File: config.mk
export PLATFORM = sky130hd
export DESIGN_NAME = nibble_serial_add_ctrl_flat
export DESIGN_NICKNAME = d
export VERILOG_FILES = /design/src/rtl/nibble_serial_add_ctrl_pkg.sv /design/src/rtl/nibble_serial_add_ctrl_if.sv /design/src/rtl/nibble_serial_add_ctrl_adder4.sv /design/src/rtl/nibble_serial_add_ctrl.sv /design/src/flat_wrapper.sv
export SDC_FILE = /design/constraint.sdc
export NUM_CORES = 1
export LEC_CHECK = 0
export CORE_MARGIN = 1
export CORE_UTILIZATION = 30
export DETAILED_ROUTE_END_ITERATION = 10
export PLACE_DENSITY = 0.58
export SLEW_MARGIN = 20
export SYNTH_ARGS = -nofsm -noshare
export SYNTH_HDL_FRONTEND = slang
export SYNTH_SLANG_ARGS = --single-unit
File: constraint.sdc
create_clock -name clk -period 2.4 [get_ports clk]
set_input_delay 0.48 -clock clk [delete_from_list [all_inputs] [get_ports clk]]
set_output_delay 0.48 -clock clk [all_outputs]
set_load 0.005 [all_outputs]
File: src/rtl/nibble_serial_add_ctrl_pkg.sv
// Shared types and constants for the nibble-serial adder sequencer.
package nibble_serial_add_ctrl_pkg;

  localparam int NIB_W = 4;

  // 2'd3 is unused; the FSM treats it as a fault and recovers to IDLE.
  typedef enum logic [1:0] {
    IDLE = 2'd0,
    RUN  = 2'd1,
    DONE = 2'd2
  } state_t;

  // Operand width must split evenly into whole nibbles.
  function automatic bit width_ok(input int w);
    return (w % NIB_W == 0) && (w >= NIB_W);
  endfunction

endpackage

File: src/rtl/nibble_serial_add_ctrl_if.sv
// Operand-in / sum-out handshake bundle for the nibble-serial adder.
interface nibble_serial_add_ctrl_if #(parameter int WIDTH = 16);
  logic             in_valid;
  logic             in_ready;
  logic [WIDTH-1:0] a;
  logic [WIDTH-1:0] b;
  logic             cin;
  logic             out_valid;
  logic             out_ready;
  logic [WIDTH:0]   sum;
  logic             busy;

  modport master (
    output in_valid, a, b, cin, out_ready,
    input  in_ready, out_valid, sum, busy
  );

  modport slave (
    input  in_valid, a, b, cin, out_ready,
    output in_ready, out_valid, sum, busy
  );
endinterface

File: src/rtl/nibble_serial_add_ctrl_adder4.sv
// Combinational 4-bit ripple-carry slice shared across all nibbles.
module nibble_adder4
  import nibble_serial_add_ctrl_pkg::*;
(
  input  logic [NIB_W-1:0] x,
  input  logic [NIB_W-1:0] y,
  input  logic             ci,
  output logic [NIB_W-1:0] s,
  output logic             co
);
  logic [NIB_W:0] c;

  assign c[0] = ci;

  for (genvar i = 0; i < NIB_W; i++) begin : g_fa
    assign s[i]   = x[i] ^ y[i] ^ c[i];
    assign c[i+1] = (x[i] & y[i]) | (x[i] & c[i]) | (y[i] & c[i]);
  end

  assign co = c[NIB_W];
endmodule

File: src/rtl/nibble_serial_add_ctrl.sv
// Wide adder built from one 4-bit slice reused over WIDTH/4 cycles,
// LS nibble first, carry held in a register between nibbles.
module nibble_serial_add_ctrl
  import nibble_serial_add_ctrl_pkg::*;
#(
  parameter int WIDTH = 16
) (
  input  logic                    clk,
  input  logic                    rst_n,
  nibble_serial_add_ctrl_if.slave bus
);
  localparam int NIBBLES = WIDTH / NIB_W;
  localparam int CNT_W   = (NIBBLES > 1) ? $clog2(NIBBLES) : 1;
  localparam logic [CNT_W-1:0] LAST = CNT_W'(NIBBLES - 1);

  if (!width_ok(WIDTH)) begin : g_bad_width
    $error("nibble_serial_add_ctrl: WIDTH must be a positive multiple of 4");
  end

  state_t           state, state_nxt;
  logic [CNT_W-1:0] nib_cnt;
  logic             carry;
  logic [WIDTH-1:0] a_sh, b_sh;
  logic [WIDTH:0]   sum_r;
  logic [NIB_W-1:0] s4;
  logic             co;
  logic             last;

  assign last = (nib_cnt == LAST);

  nibble_adder4 u_slice (
    .x  (a_sh[NIB_W-1:0]),
    .y  (b_sh[NIB_W-1:0]),
    .ci (carry),
    .s  (s4),
    .co (co)
  );

  // All handshake outputs decode registered state only, so there is no
  // combinational path from in_valid or out_ready.
  assign bus.in_ready  = (state == IDLE);
  assign bus.out_valid = (state == DONE);
  assign bus.busy      = (state == RUN) || (state == DONE);
  assign bus.sum       = sum_r;

  // State register.
  always_ff @(posedge clk or negedge rst_n) begin
    if (!rst_n) state <= IDLE;
    else        state <= state_nxt;
  end

  // Next-state decode; the unused encoding falls back to IDLE.
  always_comb begin
    state_nxt = state;
    case (state)
      IDLE:    if (bus.in_valid)  state_nxt = RUN;
      RUN:     if (last)          state_nxt = DONE;
      DONE:    if (bus.out_ready) state_nxt = IDLE;
      default:                    state_nxt = IDLE;
    endcase
  end

  // Datapath: capture operands on accept, then one nibble per RUN cycle.
  always_ff @(posedge clk or negedge rst_n) begin
    if (!rst_n) begin
      nib_cnt <= '0;
      carry   <= 1'b0;
      a_sh    <= '0;
      b_sh    <= '0;
      sum_r   <= '0;
    end else begin
      case (state)
        IDLE: if (bus.in_valid) begin
          a_sh    <= bus.a;
          b_sh    <= bus.b;
          carry   <= bus.cin;
          sum_r   <= '0;
          nib_cnt <= '0;
        end
        RUN: begin
          for (int i = 0; i < NIBBLES; i++)
            if (nib_cnt == CNT_W'(i)) sum_r[i*NIB_W +: NIB_W] <= s4;
          carry <= co;
          a_sh  <= a_sh >> NIB_W;
          b_sh  <= b_sh >> NIB_W;
          if (last) sum_r[WIDTH] <= co;
          else      nib_cnt      <= nib_cnt + 1'b1;
        end
        default: ;
      endcase
    end
  end
endmodule

File: src/flat_wrapper.sv
// flat-port wrapper written by rule: the top's interface ports become plain ports
module nibble_serial_add_ctrl_flat import nibble_serial_add_ctrl_pkg::*;
#(
  parameter int WIDTH = 16
)
  (clk, rst_n, bus_in_valid, bus_a, bus_b, bus_cin, bus_out_ready, bus_in_ready, bus_out_valid, bus_sum, bus_busy);
  nibble_serial_add_ctrl_if #(.WIDTH(WIDTH)) bus_i ();
  input  logic clk;
  input  logic rst_n;
  input wire logic [$bits(bus_i.in_valid)-1:0] bus_in_valid;
  input wire logic [$bits(bus_i.a)-1:0] bus_a;
  input wire logic [$bits(bus_i.b)-1:0] bus_b;
  input wire logic [$bits(bus_i.cin)-1:0] bus_cin;
  input wire logic [$bits(bus_i.out_ready)-1:0] bus_out_ready;
  output wire logic [$bits(bus_i.in_ready)-1:0] bus_in_ready;
  output wire logic [$bits(bus_i.out_valid)-1:0] bus_out_valid;
  output wire logic [$bits(bus_i.sum)-1:0] bus_sum;
  output wire logic [$bits(bus_i.busy)-1:0] bus_busy;
  assign bus_i.in_valid = bus_in_valid;
  assign bus_i.a = bus_a;
  assign bus_i.b = bus_b;
  assign bus_i.cin = bus_cin;
  assign bus_i.out_ready = bus_out_ready;
  assign bus_in_ready = bus_i.in_ready;
  assign bus_out_valid = bus_i.out_valid;
  assign bus_sum = bus_i.sum;
  assign bus_busy = bus_i.busy;
  nibble_serial_add_ctrl #(.WIDTH(WIDTH)) u_core (.clk(clk), .rst_n(rst_n), .bus(bus_i));
endmodule
== Word-level counts from Yosys, hierarchy flattened ==
Cells that the tools add are included.

* Output and inout bits: 20
* Input port bits: 37
* Register bits after elaboration: 54
* Logic and storage cells: 81

* Bitwise logic cells: 28
* Reductions and logical operators: 11
* Mux-type cells: 20
* Equality and inequality tests: 12
* Add/subtract/negate cells: 1

{| class="wikitable"
|+ Operators by type and width
! kind !! number
|-
| 16-bit case mux with 2 select lines || 2
|-
| 17-bit case mux with 2 select lines || 1
|-
| 16-bit 2-to-1 mux || 2
|-
| 3-bit AND reduction || 6
|-
| 17-bit 2-to-1 mux || 1
|-
| 4-bit 2-to-1 mux || 4
|-
| 1-bit AND || 12
|-
| 2-bit != test (second input constant) || 6
|-
| 2-bit 2-to-1 mux || 5
|-
| 1-bit bitwise OR || 8
|-
| 1-bit XOR || 8
|-
| 2-bit equality test (second input constant) || 3
|-
| 2-bit case mux with 3 select lines || 1
|-
| 2-bit by 1-bit equality test with 1-bit output (second input constant) || 2
|-
| 2-bit zero test || 2
|-
| 2-bit case mux with 2 select lines || 1
|-
| 2-bit by 1-bit adder with 2-bit output (second input constant) || 1
|-
| 1-bit 2-to-1 mux || 2
|-
| 2-bit by 1-bit != test with 1-bit output (second input constant) || 1
|-
| 1-bit case mux with 2 select lines || 1
|-
| 2-bit AND reduction || 1
|-
| 2-bit nonzero test || 1
|-
| 1-bit logical OR || 1
|}

== Longest topological paths before layout ==
* Depth in word-level cells: 14
* Mapped depth: 8
* Depth with buffers taken out: 8

== Hierarchy ==
From an unflattened synthesis, not the netlist that was laid out.

* Cells, all modules: 242
* Area, all modules: 2685.1 um^2

{| class="wikitable"
|+ Modules (own cells, without submodules)
! module !! seq. area each (um^2) !! area an instance (um^2) !! cells an instance !! times used
|-
| nibble_serial_add_ctrl || 1351.3 || 2567.5 || 228 || 1
|-
| nibble_adder4 || 0.0 || 117.6 || 14 || 1
|}

== Worst setup path before layout ==
No wires, ideal clock.

* Kind: register to register
* From: register u_core.b_sh[0]
* To: register u_core.sum_r[15] (netlist: u_core.bus.sum[15])
* Data required time: 2268 ps
* Arrival: 2198 ps
* Path slack: 69 ps
* Buffers on the path: 0
* Setup time: 132 ps
* Period minus slack after synthesis: 2331 ps
* Cell stages (with the launch flop): 9
* Cell sequence: dfrtp_1 -> fa_1 -> inv_1 -> fa_1 -> fa_1 -> inv_1 -> fa_1 -> a31oi_1 -> o211ai_1

* Word-level cells in the longest chain between the ends: 12
* Elaborated cells on any way between the ends: 15
* Classes of those cells: mux (2); bitwise (13)

{| class="wikitable"
|+ Ends and longest elaborated chain
! element !! line !! text
|-
| start, declared || nibble_serial_add_ctrl.sv:23 || <nowiki>logic [WIDTH-1:0] a_sh, b_sh;</nowiki>
|-
| start signal, assigned || nibble_serial_add_ctrl.sv:75 || <nowiki>b_sh <= bus.b;</nowiki>
|-
| start signal, assigned || nibble_serial_add_ctrl.sv:85 || <nowiki>b_sh <= b_sh >> NIB_W;</nowiki>
|-
| 1-bit AND || nibble_serial_add_ctrl_adder4.sv:17 || <nowiki>assign c[i+1] = (x[i] & y[i]) | (x[i] & c[i]) | (y[i] & c[i]);</nowiki>
|-
| 1-bit bitwise OR || nibble_serial_add_ctrl_adder4.sv:17 ||
|-
| 1-bit bitwise OR (*) || nibble_serial_add_ctrl_adder4.sv:17 ||
|-
| 1-bit AND || nibble_serial_add_ctrl_adder4.sv:17 ||
|-
| 1-bit bitwise OR || nibble_serial_add_ctrl_adder4.sv:17 ||
|-
| 1-bit bitwise OR (*) || nibble_serial_add_ctrl_adder4.sv:17 ||
|-
| 1-bit AND || nibble_serial_add_ctrl_adder4.sv:17 ||
|-
| 1-bit bitwise OR || nibble_serial_add_ctrl_adder4.sv:17 ||
|-
| 1-bit bitwise OR (*) || nibble_serial_add_ctrl_adder4.sv:17 ||
|-
| 1-bit XOR (*) || nibble_serial_add_ctrl_adder4.sv:16 || <nowiki>assign s[i] = x[i] ^ y[i] ^ c[i];</nowiki>
|-
| 4-bit 2-to-1 mux (*) || nibble_serial_add_ctrl.sv:82 || <nowiki>if (nib_cnt == CNT_W'(i)) sum_r[i*NIB_W +: NIB_W] <= s4;</nowiki>
|-
| 17-bit case mux with 2 select lines (*) || nibble_serial_add_ctrl.sv:72 || <nowiki>case (state)</nowiki>
|-
| end signal, assigned by index || nibble_serial_add_ctrl.sv:86 || <nowiki>if (last) sum_r[WIDTH] <= co;</nowiki>
|-
| end, declared || nibble_serial_add_ctrl.sv:24 || <nowiki>logic [WIDTH:0] sum_r;</nowiki>
|}

Mark *: on every way between the ends. The rest lies on a longest branch, timed or not. The select of a mux whose other input is x is not followed.
A chain may end at the register's enable or synchronous reset.

== Worst setup path in the final report ==
* From: register u_core.carry
* To: register u_core.sum_r[15] (netlist: u_core.bus.sum[15])

* Word-level cells in the longest chain between the ends: 12
* Elaborated cells on any way between the ends: 15
* Classes of those cells: mux (2); bitwise (13)

{| class="wikitable"
|+ Ends and longest elaborated chain
! element !! line !! text
|-
| start, declared || nibble_serial_add_ctrl.sv:22 || <nowiki>logic carry;</nowiki>
|-
| start signal, assigned || nibble_serial_add_ctrl.sv:76 || <nowiki>carry <= bus.cin;</nowiki>
|-
| start signal, assigned || nibble_serial_add_ctrl.sv:83 || <nowiki>carry <= co;</nowiki>
|-
| 1-bit AND || nibble_serial_add_ctrl_adder4.sv:17 ||
|-
| 1-bit bitwise OR || nibble_serial_add_ctrl_adder4.sv:17 ||
|-
| 1-bit bitwise OR (*) || nibble_serial_add_ctrl_adder4.sv:17 ||
|-
| 1-bit AND || nibble_serial_add_ctrl_adder4.sv:17 ||
|-
| 1-bit bitwise OR || nibble_serial_add_ctrl_adder4.sv:17 ||
|-
| 1-bit bitwise OR (*) || nibble_serial_add_ctrl_adder4.sv:17 ||
|-
| 1-bit AND || nibble_serial_add_ctrl_adder4.sv:17 ||
|-
| 1-bit bitwise OR || nibble_serial_add_ctrl_adder4.sv:17 ||
|-
| 1-bit bitwise OR (*) || nibble_serial_add_ctrl_adder4.sv:17 ||
|-
| 1-bit XOR (*) || nibble_serial_add_ctrl_adder4.sv:16 ||
|-
| 4-bit 2-to-1 mux (*) || nibble_serial_add_ctrl.sv:82 ||
|-
| 17-bit case mux with 2 select lines (*) || nibble_serial_add_ctrl.sv:72 ||
|}

Marked as above.

==> flow_summary.toml <==
[clock_tree]
clock_latency_ns = 0.30
cts_tree = "done"
cts_root_buffer = "clkbuf_8"
cts_buffers = 5
clockBufferDepth = 2
ctsHtreeMaxLevel = 2
clk_pin_slew_ns = 0.09
cts.sinks = 54

[power_and_ir_drop]
p_clk_frac = 0.112
seqPwrFrac = 0.342
internal-power_w = 0.00268
total_power_w = 0.00453
p_leak_nw = 1.56
combinationalPowerShare = 0.546
p_switching_w = 0.00185
ir_worst_vdd_mv = 0.501
p_per_area_nw_per_um2 = 1280
swShare = 0.408

[placed_design]
gp_congestion = 0.785
port_buffers = 56
dp_worst_setup_slack_ns = -0.0790
dp.final_hpwl_um = 3980

[layout]
drive_gt1_frac = 0.0716
layout.nets = 382
final_util = 0.397
area_delta_synth_final_pct = 26.2
diodes = 0

[grt]
first_global_vias = 2025
grt_pass1_wl_um = 9830
overflow = 0
antenna_found_initial = 0
grt_max_degree = 78
grt_usage = 0.126

[setup_path]
crit_type = "reg2reg"
cpMaxStageDelayCell = "fa_2"
path_buf_inv = 2
crit_required_ns = 2.58
slowest_delay_ns = 0.47
cp_max_fo = 5
crit_path_end_kind = "flop"
crit_arrival_ns = 2.45
cp_cell_sequence = "fa_2 -> inv_1 -> fa_2 -> fa_2 -> inv_2 -> fa_2 -> a31oi_1 -> o211ai_1"
cp_top_family = "adder cells"
startpoint_type = "flop"
crit_top_cell = "fa_2"

[synthesis]
syn-num-nets = 330
yosys_warnings = 0
synth.distinct_cells = 27
ys.flop_type = "dfrtp_1"
postSynth.asyncResetShare = 1.00
ys_seq_elements = 54
syn_inst = 282
ys_seq_area_frac = 0.483
synthesis.area_sq_um = 2800
avgSynthCellArea_sq_um = 9.91
synth-edff-count = 0

[sta]
grt_setup_unrepaired = "false"
slew_viol_final = 0
worstMarginPinSlew_ns = 0.605
final.setup.tns_ns = 0
max_slew_margin = 0.597
min_period_ns = 2.27
fmax_ghz = 0.441
post-route-period-util = 0.946
setup_ws_ns = 0.131
clock_skew_ns = 0.00647
fin_hold_ws_ns = 0.172
hold_viol = 0
finalSetupViolCount = 0

[floorplanning]
design.core.area_sq_um = 8890
row_count = 34
initial_core_util = 0.314
dieArea_sq_um = 9710
die_y_um = 98.5
die_w_um = 98.5
io-pin-count = 57

[worst_hold_path]
hp-class = "in2async"

[route]
routedWlPerCell_um = 12.8
drtIter0Drc = 111
drc = 2
dr.pass1.iters = 7
drt-total-wl_um = 5650
vias = 2053
ant_nets = 0
viasPerCell = 4.63

[run_status]
status = "complete, but fails checks"
violations = "design-rule violations"

[flow_run]
cap_viol_max_count = 0
## path summary, 6_finish.rpt
kind,from,to,slack [ns],depth (start not counted)
min in group clk,u_core.b_sh[14],u_core.b_sh[14],0.47,2
max in group asynchronous,rst_n,u_core.state[0],1.65,2
worst min register to register,u_core.b_sh[14],u_core.b_sh[14],0.47,2
worst min-delay path,rst_n,u_core.a_sh[15],0.17,1
worst max-delay path,u_core.carry,u_core.bus.sum[15],0.13,8
worst max register to register,u_core.carry,u_core.bus.sum[15],0.13,8
## state kept, by name, summed over array words and instances (netlist names)
signal,count
u_core.a_sh,16
u_core.nib_cnt,2
u_core.b_sh,16
u_core.carry,1
u_core.bus.sum,17
u_core.state,2
## power by group through the flow
stage	clock, W	sequential, W	combinational (W)
2_1_floorplan	0	0.00152	0.00187
3_3_place_gp	0	0.00156	0.00245
3_5_place_dp	0	0.00157	0.00248
4_1_cts	0.000523	0.00155	0.00251
5_1_grt	0.000560	0.00162	0.00280
6_report	0.000505	0.00155	0.00247
## layout make-up
type / instances / area, sq um
clock inverter: 2 / 13.8
sequential: 54 / 1350
tap: 108 / 135
timing repair buffer: 63 / 633
inverter: 13 / 48.8
clock buffer: 6 / 72.6
multi-input combinational: 197 / 1270
fill: 854 / 5360
## routing by layer
metal  vias to the layer above  wire (um)  global-route usage
li1                       1059          -                   -
met1                       943       2740               0.175
met2                        46       2560               0.194
met3                         5        306              0.0333
met4                         0         37              0.0310
met5                         -          0                   0
## stage by stage
stage | instance area, sq um | cells
after floorplan | 2800 | 282
after global placement | 3420 | 434
after detailed placement | 3420 | 434
after CTS | 3520 | 442
after global routing | 3530 | 443
final | 3530 | 443
## synth_stat cells (2+ instances only)
| master | number | share of area |
|---|---|---|
| clkbuf_2 | 2 | 0.0036 |
| buf_4 | 3 | 0.0081 |
| o21ai_1 | 8 | 0.014 |
| a31oi_1 | 2 | 0.0045 |
| dfrtp_1 | 54 | 0.48 |
| nor2b_1 | 10 | 0.022 |
| o22ai_1 | 3 | 0.0067 |
| inv_1 | 13 | 0.017 |
| nand4_1 | 6 | 0.013 |
| mux2i_1 | 25 | 0.090 |
| o21ai_0 | 25 | 0.045 |
| nand2b_1 | 3 | 0.0067 |
| nor3b_1 | 2 | 0.0054 |
| nand3_1 | 18 | 0.032 |
| a22o_1 | 5 | 0.016 |
| o211ai_1 | 2 | 0.0054 |
| fa_1 | 4 | 0.029 |
| ha_1 | 7 | 0.031 |
| o32a_1 | 2 | 0.0072 |
| nand2_1 | 64 | 0.086 |
| buf_2 | 6 | 0.011 |
| nand3b_1 | 8 | 0.021 |
| buf_6 | 6 | 0.024 |
## cells by family (layout without fill, tap and decap cells)
| family | count (synthesis) | count (layout) | synth area share |
|---|---|---|---|
| simple gates | 112 | 112 | 0.190 |
| mux | 27 | 27 | 0.103 |
| compound gates | 47 | 47 | 0.0985 |
| fa+ha+maj | 11 | 11 | 0.0600 |
| flops | 54 | 54 | 0.483 |
| buf+inv | 31 | 84 | 0.0654 |
## cells in the final DEF (no fill, tap or decap)
| cell | Yosys | layout |
|---|---|---|
| clkbuf_1 | 1 | 1 |
| a31oi_1 | 2 | 2 |
| clkinv_2 | 0 | 1 |
| buf_4 | 3 | 5 |
| clkdlybuf4s50_1 | 0 | 55 |
| clkinv_4 | 0 | 1 |
| mux2i_1 | 25 | 25 |
| buf_12 | 0 | 2 |
| fa_2 | 0 | 4 |
| ha_2 | 0 | 1 |
| nor2b_1 | 10 | 10 |
| nand2_1 | 64 | 64 |
| o21ai_1 | 8 | 8 |
| nor3b_1 | 2 | 2 |
| clkbuf_8 | 0 | 5 |
| inv_2 | 0 | 1 |
| o32a_1 | 2 | 2 |
| a22o_1 | 5 | 5 |
| mux2i_4 | 1 | 1 |
| mux2_4 | 1 | 1 |
| o22ai_1 | 3 | 3 |
| o211ai_1 | 2 | 2 |
| o21ai_0 | 25 | 25 |
| ha_1 | 7 | 6 |
| inv_1 | 13 | 12 |
| nand3_1 | 18 | 18 |
| or2_2 | 1 | 1 |
| dfrtp_1 | 54 | 54 |
| nand3b_1 | 8 | 8 |
| buf_2 | 6 | 1 |
| nand4_1 | 6 | 6 |
| nand2b_1 | 3 | 3 |
## worst reg2reg max path, stage by stage, from the launching register on
cell and delay (ns):
dfrtp_1 0.39, fa_2 0.21, inv_1 0.05, fa_2 0.33, fa_2 0.34, inv_2 0.06
fa_2 0.47, a31oi_1 0.18, o211ai_1 0.11
## timing repair
item	in CTS	in global routing
pin swaps	2	6
buffers inserted	0	1
hold buffers	0	0
gates resized for setup	4	1
setup endpoints to repair	1	3
(Power assumes the default switching activity.)
